`config.mk`:
```
export PLATFORM = sky130hd
export DESIGN_NAME = axis_packet_fifo
export DESIGN_NICKNAME = d
export VERILOG_FILES = /design/src/rtl/axis_fifo_pkg.sv /design/src/rtl/axis_fifo_ram.sv /design/src/rtl/axis_packet_fifo.sv
export SDC_FILE = /design/constraint.sdc
export NUM_CORES = 1
export LEC_CHECK = 0
export BUFFER_PORTS_ARGS = -buffer_cell sky130_fd_sc_hd__buf_2
export CAP_MARGIN = 20
export CORE_ASPECT_RATIO = 0.6
export CORE_MARGIN = 2
export CORE_UTILIZATION = 45
export DETAILED_ROUTE_END_ITERATION = 7
export HOLD_SLACK_MARGIN = 0.02
export MAX_ROUTING_LAYER = met4
export PLACE_DENSITY = 0.69
export SYNTH_ARGS = -nofsm -noshare
export SYNTH_HDL_FRONTEND = slang
export SYNTH_SLANG_ARGS = --single-unit
```
`constraint.sdc`:
```
create_clock -name aclk -period 3.3 [get_ports aclk]
set_clock_uncertainty 0.05 [all_clocks]
set_input_delay 0.66 -clock aclk [delete_from_list [all_inputs] [get_ports aclk]]
set_output_delay 0.66 -clock aclk [all_outputs]
set_load 0.01 [all_outputs]
```
`src/rtl/axis_fifo_pkg.sv`:
```
// Shared types and helpers for the AXI4-Stream packet FIFO.
package axis_fifo_pkg;

    // Cut-through forwards beats as soon as they are stored; store-and-forward
    // holds a packet back until its tlast beat has been written.
    typedef enum logic {
        MODE_CUT_THROUGH,
        MODE_STORE_FORWARD
    } fifo_mode_e;

    // Pointers carry one extra wrap bit so full and empty can be told apart.
    function automatic int ptr_width(input int depth);
        return $clog2(depth) + 1;
    endfunction

endpackage

```
`src/rtl/axis_fifo_ram.sv`:
```
// Simple dual-port storage: synchronous write, asynchronous read.
module axis_fifo_ram #(
    parameter int WIDTH = 8,
    parameter int DEPTH = 16,
    localparam int AW = $clog2(DEPTH)
) (
    input  logic             clk,
    input  logic             we,
    input  logic [AW-1:0]    waddr,
    input  logic [WIDTH-1:0] wdata,
    input  logic [AW-1:0]    raddr,
    output logic [WIDTH-1:0] rdata
);

    logic [WIDTH-1:0] mem [DEPTH];

    // Store one entry per accepted beat; contents are never reset.
    always_ff @(posedge clk) begin
        if (we) begin
            mem[waddr] <= wdata;
        end
    end

    assign rdata = mem[raddr];

endmodule

```
`src/rtl/axis_packet_fifo.sv`:
```
// AXI4-Stream FIFO with cut-through or store-and-forward release and
// occupancy / packet-count status.
module axis_packet_fifo
    import axis_fifo_pkg::*;
#(
    parameter int         TDATA_WIDTH = 8,
    parameter int         FIFO_DEPTH  = 16,
    parameter fifo_mode_e MODE        = MODE_CUT_THROUGH,
    parameter int         AF_THRESH   = 2,
    localparam int        TKEEP_WIDTH = TDATA_WIDTH / 8,
    localparam int        PW          = ptr_width(FIFO_DEPTH)
) (
    input  logic                   aclk,
    input  logic                   aresetn,
    input  logic [TDATA_WIDTH-1:0] s_axis_tdata,
    input  logic [TKEEP_WIDTH-1:0] s_axis_tkeep,
    input  logic                   s_axis_tlast,
    input  logic                   s_axis_tvalid,
    output logic                   s_axis_tready,
    output logic [TDATA_WIDTH-1:0] m_axis_tdata,
    output logic [TKEEP_WIDTH-1:0] m_axis_tkeep,
    output logic                   m_axis_tlast,
    output logic                   m_axis_tvalid,
    input  logic                   m_axis_tready,
    output logic [PW-1:0]          occupancy,
    output logic [PW-1:0]          pkt_count,
    output logic                   almost_full
);

    localparam int            AW      = PW - 1;
    localparam int            EW      = TKEEP_WIDTH + 1 + TDATA_WIDTH;
    localparam logic [PW-1:0] ONE     = PW'(1);
    localparam logic [PW-1:0] DEPTH_V = PW'(FIFO_DEPTH);
    localparam logic [PW-1:0] AF_V    = PW'(AF_THRESH);

    logic [PW-1:0] wr_ptr;
    logic [PW-1:0] rd_ptr;
    logic [PW-1:0] occ_q;
    logic [PW-1:0] pkt_q;
    logic          release_q;
    logic          live_q;
    logic          full;
    logic          empty;
    logic          wr_en;
    logic          rd_en;
    logic          wr_last;
    logic          rd_last;
    logic [EW-1:0] wr_entry;
    logic [EW-1:0] rd_entry;

    assign full  = (wr_ptr[AW-1:0] == rd_ptr[AW-1:0]) && (wr_ptr[AW] != rd_ptr[AW]);
    assign empty = (wr_ptr == rd_ptr);

    // live_q keeps tready low while in reset and for the edge that leaves it.
    assign s_axis_tready = live_q && !full;
    // Release lets an oversize packet drain as cut-through so a full FIFO with
    // no complete packet cannot deadlock.
    assign m_axis_tvalid = !empty && ((MODE == MODE_CUT_THROUGH) || (pkt_q != '0) || release_q);

    assign wr_en   = s_axis_tvalid && s_axis_tready;
    assign rd_en   = m_axis_tvalid && m_axis_tready;
    assign wr_last = wr_en && s_axis_tlast;
    assign rd_last = rd_en && m_axis_tlast;

    assign wr_entry = {s_axis_tkeep, s_axis_tlast, s_axis_tdata};
    assign {m_axis_tkeep, m_axis_tlast, m_axis_tdata} = rd_entry;

    assign occupancy   = occ_q;
    assign pkt_count   = pkt_q;
    assign almost_full = (DEPTH_V - occ_q) <= AF_V;

    axis_fifo_ram #(
        .WIDTH (EW),
        .DEPTH (FIFO_DEPTH)
    ) u_ram (
        .clk   (aclk),
        .we    (wr_en),
        .waddr (wr_ptr[AW-1:0]),
        .wdata (wr_entry),
        .raddr (rd_ptr[AW-1:0]),
        .rdata (rd_entry)
    );

    // Advance pointers, track occupancy/packet count and the release flag.
    always_ff @(posedge aclk or negedge aresetn) begin
        if (!aresetn) begin
            wr_ptr    <= '0;
            rd_ptr    <= '0;
            occ_q     <= '0;
            pkt_q     <= '0;
            release_q <= 1'b0;
            live_q    <= 1'b0;
        end else begin
            live_q <= 1'b1;
            if (wr_en) begin
                wr_ptr <= wr_ptr + ONE;
            end
            if (rd_en) begin
                rd_ptr <= rd_ptr + ONE;
            end
            if (wr_en && !rd_en) begin
                occ_q <= occ_q + ONE;
            end else if (!wr_en && rd_en) begin
                occ_q <= occ_q - ONE;
            end
            if (wr_last && !rd_last) begin
                pkt_q <= pkt_q + ONE;
            end else if (!wr_last && rd_last) begin
                pkt_q <= pkt_q - ONE;
            end
            if (rd_last) begin
                release_q <= 1'b0;
            end else if ((MODE == MODE_STORE_FORWARD) && full && (pkt_q == '0)) begin
                release_q <= 1'b1;
            end
        end
    end

endmodule

```
==> results_dict.tcl, run 1 <==
set metrics [dict create \
    outcome "finished clean" \
    global_route.usage.total 0.183 \
    port-buffer-count 36 \
    fin_worst_hold_slack_ns 0.150 \
    grt_max_degree 23 \
    final.fill_count 1286 \
    grt_first_pass_wirelength_um 22700 \
    die_w_um 171 \
    setup_ws_ns 0.100 \
    ir_worst_vdd_uv 384 \
    dr.first_iter.drc_count 470 \
    critPathMaxFanout 17 \
    timing.critical_path.required_ns 2.59 \
    row_count 36 \
    ys_top_cells_by_area "sky130_fd_sc_hd__edfxtp_1 (64%), sky130_fd_sc_hd__mux4_2 (14%), sky130_fd_sc_hd__dfrtp_1 (7.0%)" \
    post_cts_hold_buffer_count 0 \
    synth.yosys.seq_area_share 0.706 \
    synth.most_common_cell "sky130_fd_sc_hd__edfxtp_1" \
    setup.worst_path.start_class "flop" \
    place_congestion 0.772 \
    layout_min_cycle_time_ns 3.20 \
    cts_tree "done" \
    fraction_of_layout_instances_using_a_drive_strength_above_1 0.323 \
    preCtsSetupSlack_ns 0.211 \
    wl_um 15000 \
    number_of_global_route_vias_before_repair 3789 \
    setup_viol 0 \
    remaining_drc_errors 0 \
    max_cap_violations 0 \
    synth_top_area_share 0.636 \
    clock_transition_time_at_the_flip_flop_clock_pins_of_the_worst_setup_and_hold_paths_ns 0.07 \
    drtPass1Iterations 5 \
    syn_area_per_cell_um2 20.0 \
    via_count 3653 \
    max_freq_mhz 313 \
    detailed_place_hpwl_um 9540 \
    most_common_flop_cell_mapped_by_yosys "sky130_fd_sc_hd__edfxtp_1" \
    slew-limit-headroom 0.478 \
    fin_total_pwr_mw 7.44 \
    timing_worst_setup_path_type "reg -> out" \
    cts-buffers-inserted 17 \
    cp_data_arrival_time_ns 2.49 \
    cts_root_buf "sky130_fd_sc_hd__clkbuf_16" \
    clock_latency_ns 0.42 \
    clk_path_buf_depth 2 \
    yosysWarningCount 0 \
    synth_area_um2 7550 \
    cts.sink_count 181 \
    die_h_um 104 \
    final_antenna_net_count 0 \
    worst_setup_path_end_kind "primary output" \
    antenna_violations_before_repair 0 \
    worst-slew-pin-transition_ns 0.783 \
    totalNegativeSetupSlack_ns 0 \
    leakage_nw 2.97 \
    start_util 0.463 \
    holdCritPathClass "in -> async" \
    fin_crit_sh 0.970 \
    unrepaired_setup_endpoints_after_global_routing "no" \
    synth_top_cell_by_area "sky130_fd_sc_hd__edfxtp_1" \
    count_of_h_tree_levels_built_during_cts 4 \
    syn_nets 408 \
    netlist-cell-type-count 42 \
    die_area_um2 17900 \
    synth_enable_flop_cells 160 \
    asyncSetResetFlopFracSynth 0.116 \
    report.final.slew_viol_count 0 \
    r2r_cells 12 \
    seq_cells_post_synth 181 \
    grt-ovfl-total 0 \
    post_synth_most_frequent_cells "sky130_fd_sc_hd__edfxtp_1 (160), sky130_fd_sc_hd__mux4_2 (47), sky130_fd_sc_hd__dfrtp_1 (21)" \
    num_antenna_cells 0 \
    cellPowerDensity_nw_per_um2 868 \
    avgViaCountPerCell 5.48 \
    wl_per_cell_um 22.5 \
    areaGrowthSynthToFinish_pct 13.6 \
    core_region_area_um2 16300 \
    design.final.nets 457 \
    ioPinCount 37 \
    finalHoldViolations 0 \
    netlist_instances 377 \
]
-- path summary, 6_finish.rpt --
| check | start | to | slack (ns) |
|---|---|---|---|
| worst max-delay path | rd_ptr[0] | m_axis_tkeep | 0.10 |
| worst min-delay path | aresetn | pkt_count[1] | 0.15 |
| worst max register to register | rd_ptr[1] | pkt_count[4] | 0.25 |
| worst min register to register | pkt_count[4] | pkt_count[4] | 0.44 |
| max in group asynchronous | aresetn | rd_ptr[0] | 2.66 |
| min in group aclk | pkt_count[4] | pkt_count[4] | 0.44 |
-- what timing repair did --
| action | CTS | global route |
|---|---|---|
| resized for setup | 2 | 3 |
| endpoints found under the setup margin | 4 | 2 |
| setup buffers | 0 | 1 |
| cloned | 0 | 0 |
| endpoints found under the hold margin | 0 | 0 |
-- through the flow --
| stage | cell area [um^2] | utilization | cells |
|---|---|---|---|
| 4_1_cts | 8560 | 0.525 | 666 |
| 5_1_grt | 8570 | 0.526 | 667 |
| 6_report | 8570 | 0.526 | 667 |
| 3_5_place_dp | 7990 | 0.490 | 634 |
| 2_1_floorplan | 7550 | - | 377 |
| 3_3_place_gp | 7990 | 0.490 | 634 |
-- cell type report --
type	count	area, um^2	share of cell area
multi-input combinational	168	2050	0.240
clock inverter	15	139	0.0162
sequential	181	5340	0.622
tap	228	285	0.0333
inverter	9	33.8	0.00394
timing repair buffer	49	302	0.0352
clock buffer	17	425	0.0496
-- power breakdown --
part	internal, mW	total [mW]	switching (mW)
sequential	2.74	3.00	0.265
clock	1.00	1.94	0.942
combinational	1.25	2.50	1.25
total	4.99	7.44	2.45
-- state kept, by name, indices dropped and copies added (netlist names) --
signal and cells:
rd_ptr 5, wr_ptr 5, occupancy 5, u_ram.mem 160
pkt_count 5, live_q 1
-- cells by family (layout without fill, tap and decap cells) --
family,after synthesis,after routing,share of synthesized area
buffers and inverters,28,90,0.0222
and+or+nand+nor,46,46,0.0336
adders and majority gates,17,17,0.0302
xor gates and xnor gates,22,22,0.0265
AOI/OAI and AO/OA,25,25,0.0245
DFF,181,181,0.706
other,1,1,0.000497
muxes,57,57,0.156
-- metal layers --
metal,global-route usage,vias to the layer above,wire [um]
li1,-,1611,-
met1,0.276,1921,7200
met2,0.257,112,6830
met3,0.0350,9,860
met4,0.0478,0,82
met5,-,-,0
-- worst max-delay path, stage by stage, from the launching register on --
cell and delay [ns]:
sky130_fd_sc_hd__dfrtp_4 0.58, sky130_fd_sc_hd__buf_12 0.23, sky130_fd_sc_hd__mux4_1 0.58, sky130_fd_sc_hd__mux4_2 0.50
sky130_fd_sc_hd__buf_2 0.16
-- placed cells by master (no fill, tap or decap), drive strengths merged, types with 5 or more instances in the layout --
master	netlist	routed
edfxtp	160	160
buf	12	49
mux4	48	48
dfrtp	21	21
clkbuf	7	17
inv	9	17
xnor2	15	15
ha	15	15
and3	13	13
nand2	9	9
a21oi	7	7
xor2	7	7
clkinv	0	7
nor2	6	6
o21ai	6	6
mux2	5	5
and2	5	5
Power figures use the tool's default switching activity.
==> run 2: changes to the inputs <==
--- a/config.mk
+++ b/config.mk
@@ -10,6 +10,7 @@
 export CORE_ASPECT_RATIO = 0.6
 export CORE_MARGIN = 2
 export CORE_UTILIZATION = 45
+export CTS_CLUSTER_SIZE = 24
 export DETAILED_ROUTE_END_ITERATION = 7
 export HOLD_SLACK_MARGIN = 0.02
 export MAX_ROUTING_LAYER = met4
==> constraint.sdc (replaced) <==
create_clock -name aclk -period 3.3 [get_ports aclk]
set_clock_uncertainty 0.05 [all_clocks]
set_input_delay 0.33 -clock aclk [delete_from_list [all_inputs] [get_ports aclk]]
set_output_delay 0.33 -clock aclk [all_outputs]
set_load 0.01 [all_outputs]
==> run 2 against run 1 <==
Cell area is 0.32% higher. Die area unchanged. Critical path type unchanged. Highest routed layer unchanged. Largest cell class unchanged. Register-to-register slack about the same. Critical endpoint unchanged. Core utilization increased by 0.17 points. Combinational power is 2% lower. Largest power group unchanged.
==> results_dict.tcl, run 2 (synthesis gave the netlist of run 1 again) <==
set metrics [dict create \
    antenna_violations_before_repair 0 \
    timing_worst_setup_path_type "reg -> out" \
    wl_um 14900 \
    remaining_drc_errors 0 \
    mostFrequentLayoutCells "sky130_fd_sc_hd__edfxtp_1 (160), sky130_fd_sc_hd__mux4_2 (47), sky130_fd_sc_hd__buf_2 (36)" \
    clock_transition_time_at_the_flip_flop_clock_pins_of_the_worst_setup_and_hold_paths_ns 0.07 \
    clock_latency_ns 0.43 \
    preCtsSetupSlack_ns 0.196 \
    worst-slew-pin-transition_ns 0.823 \
    cp_data_arrival_time_ns 2.67 \
    finalHoldViolations 0 \
    placement.cell_area_um2 8000 \
    setup_viol 0 \
    ioPinCount 37 \
    cts_root_buf "sky130_fd_sc_hd__clkbuf_16" \
    areaGrowthSynthToFinish_pct 13.9 \
    grt_max_degree 24 \
    critPathMaxFanout 23 \
    fin_worst_hold_slack_ns 0.197 \
    setup_ws_ns 0.248 \
    count_of_h_tree_levels_built_during_cts 4 \
    num_antenna_cells 0 \
    timing.critical_path.required_ns 2.92 \
    start_util 0.463 \
    fin_total_pwr_mw 7.41 \
    detailed_place_hpwl_um 9460 \
    final_antenna_net_count 0 \
    via_count 3675 \
    wl_per_cell_um 22.2 \
    drtPass1Iterations 4 \
    unrepaired_setup_endpoints_after_global_routing "no" \
    placed_cells_incl_taps 637 \
    dr.first_iter.drc_count 353 \
    ir_worst_vdd_uv 344 \
    setup.worst_path.start_class "flop" \
    instances_no_fill 670 \
    use_met2 0.251 \
    cts_tree "done" \
    die_area_um2 17900 \
    avgViaCountPerCell 5.49 \
    die_h_um 104 \
    fraction_of_layout_instances_using_a_drive_strength_above_1 0.333 \
    place_congestion 0.755 \
    post_cts_buffers 0 \
    worst_setup_path_end_kind "primary output" \
    cellPowerDensity_nw_per_um2 861 \
    grt-ovfl-total 0 \
    row_count 36 \
    cts-buffers-inserted 17 \
    port-buffer-count 36 \
    outcome "finished clean" \
    leakage_nw 2.98 \
    grt_first_pass_wirelength_um 22500 \
    max_cap_violations 0 \
    holdCritPathClass "in -> reg" \
    die_w_um 171 \
    grt_use_met1 0.269 \
    global_route.usage.total 0.183 \
    fin_crit_sh 0.925 \
    report.final.slew_viol_count 0 \
    max_freq_mhz 328 \
    number_of_global_route_vias_before_repair 3714 \
    flip_flop_count_of_the_largest_register_all_copies_and_words_added 160 \
    design_area_um2 8600 \
    mostFrequentLayoutCell "sky130_fd_sc_hd__edfxtp_1" \
    post-route-util 0.528 \
    clk_path_buf_depth 2 \
    grt_busiest_layer "met1" \
    slew-limit-headroom 0.452 \
    regMostFlops "u_ram.mem" \
    layout_min_cycle_time_ns 3.05 \
    core_region_area_um2 16300 \
    totalNegativeSetupSlack_ns 0 \
    cts.sink_count 181 \
    design.final.nets 460 \
    global_route.usage.met3 0.0552 \
]
run 2: timing repair:
action	4_1_cts	5_1_grt
endpoints found under the setup margin	0	3
hold buffers	1	0
gates resized for setup	0	5
hold endpoints to repair	21	0
run 2: power breakdown:
| part | leakage (nW) | internal, mW | switching (mW) | total [mW] |
|---|---|---|---|---|
| Clock | 0.276 | 1.02 | 0.925 | 1.95 |
| Combinational | 1.02 | 1.23 | 1.23 | 2.46 |
| Sequential | 1.69 | 2.73 | 0.267 | 3.00 |
| Total | 2.98 | 4.99 | 2.42 | 7.41 |
run 2: final timing paths:
kind | start | cells after the start | to | slack [ns]
max in group asynchronous | aresetn | 2 | rd_ptr[1] | 2.47
setup reg to reg | rd_ptr[1] | 11 | pkt_count[4] | 0.26
hold / removal | m_axis_tready | 3 | rd_ptr[0] | 0.20
setup / recovery | rd_ptr[0] | 4 | m_axis_tkeep | 0.25
min in group asynchronous | aresetn | 2 | pkt_count[3] | 0.35
hold reg to reg | pkt_count[4] | 1 | pkt_count[4] | 0.42
run 2: area by class of cell:
| class | count | area [um^2] |
|---|---|---|
| Multi-Input combinational cell | 168 | 2070 |
| Clock buffer | 18 | 439 |
| Inverter | 9 | 33.8 |
| Fill cell | 1281 | 7700 |
| Clock inverter | 14 | 135 |
| Timing Repair Buffer | 52 | 310 |
| Tap cell | 228 | 285 |
| Sequential cell | 181 | 5330 |
run 2: worst max-delay path: stages (launching register included):
cell and delay, ns:
sky130_fd_sc_hd__dfrtp_2 0.61, sky130_fd_sc_hd__buf_6 0.36, sky130_fd_sc_hd__mux4_1 0.60, sky130_fd_sc_hd__mux4_2 0.49, sky130_fd_sc_hd__buf_2 0.16
run 2: per-layer routing:
metal,wire length (um),up-vias,part of all wire
met5,0,-,0
met4,136,0,0.0091
li1,-,1619,-
met3,1260,15,0.084
met2,6720,117,0.45
met1,6770,1924,0.45
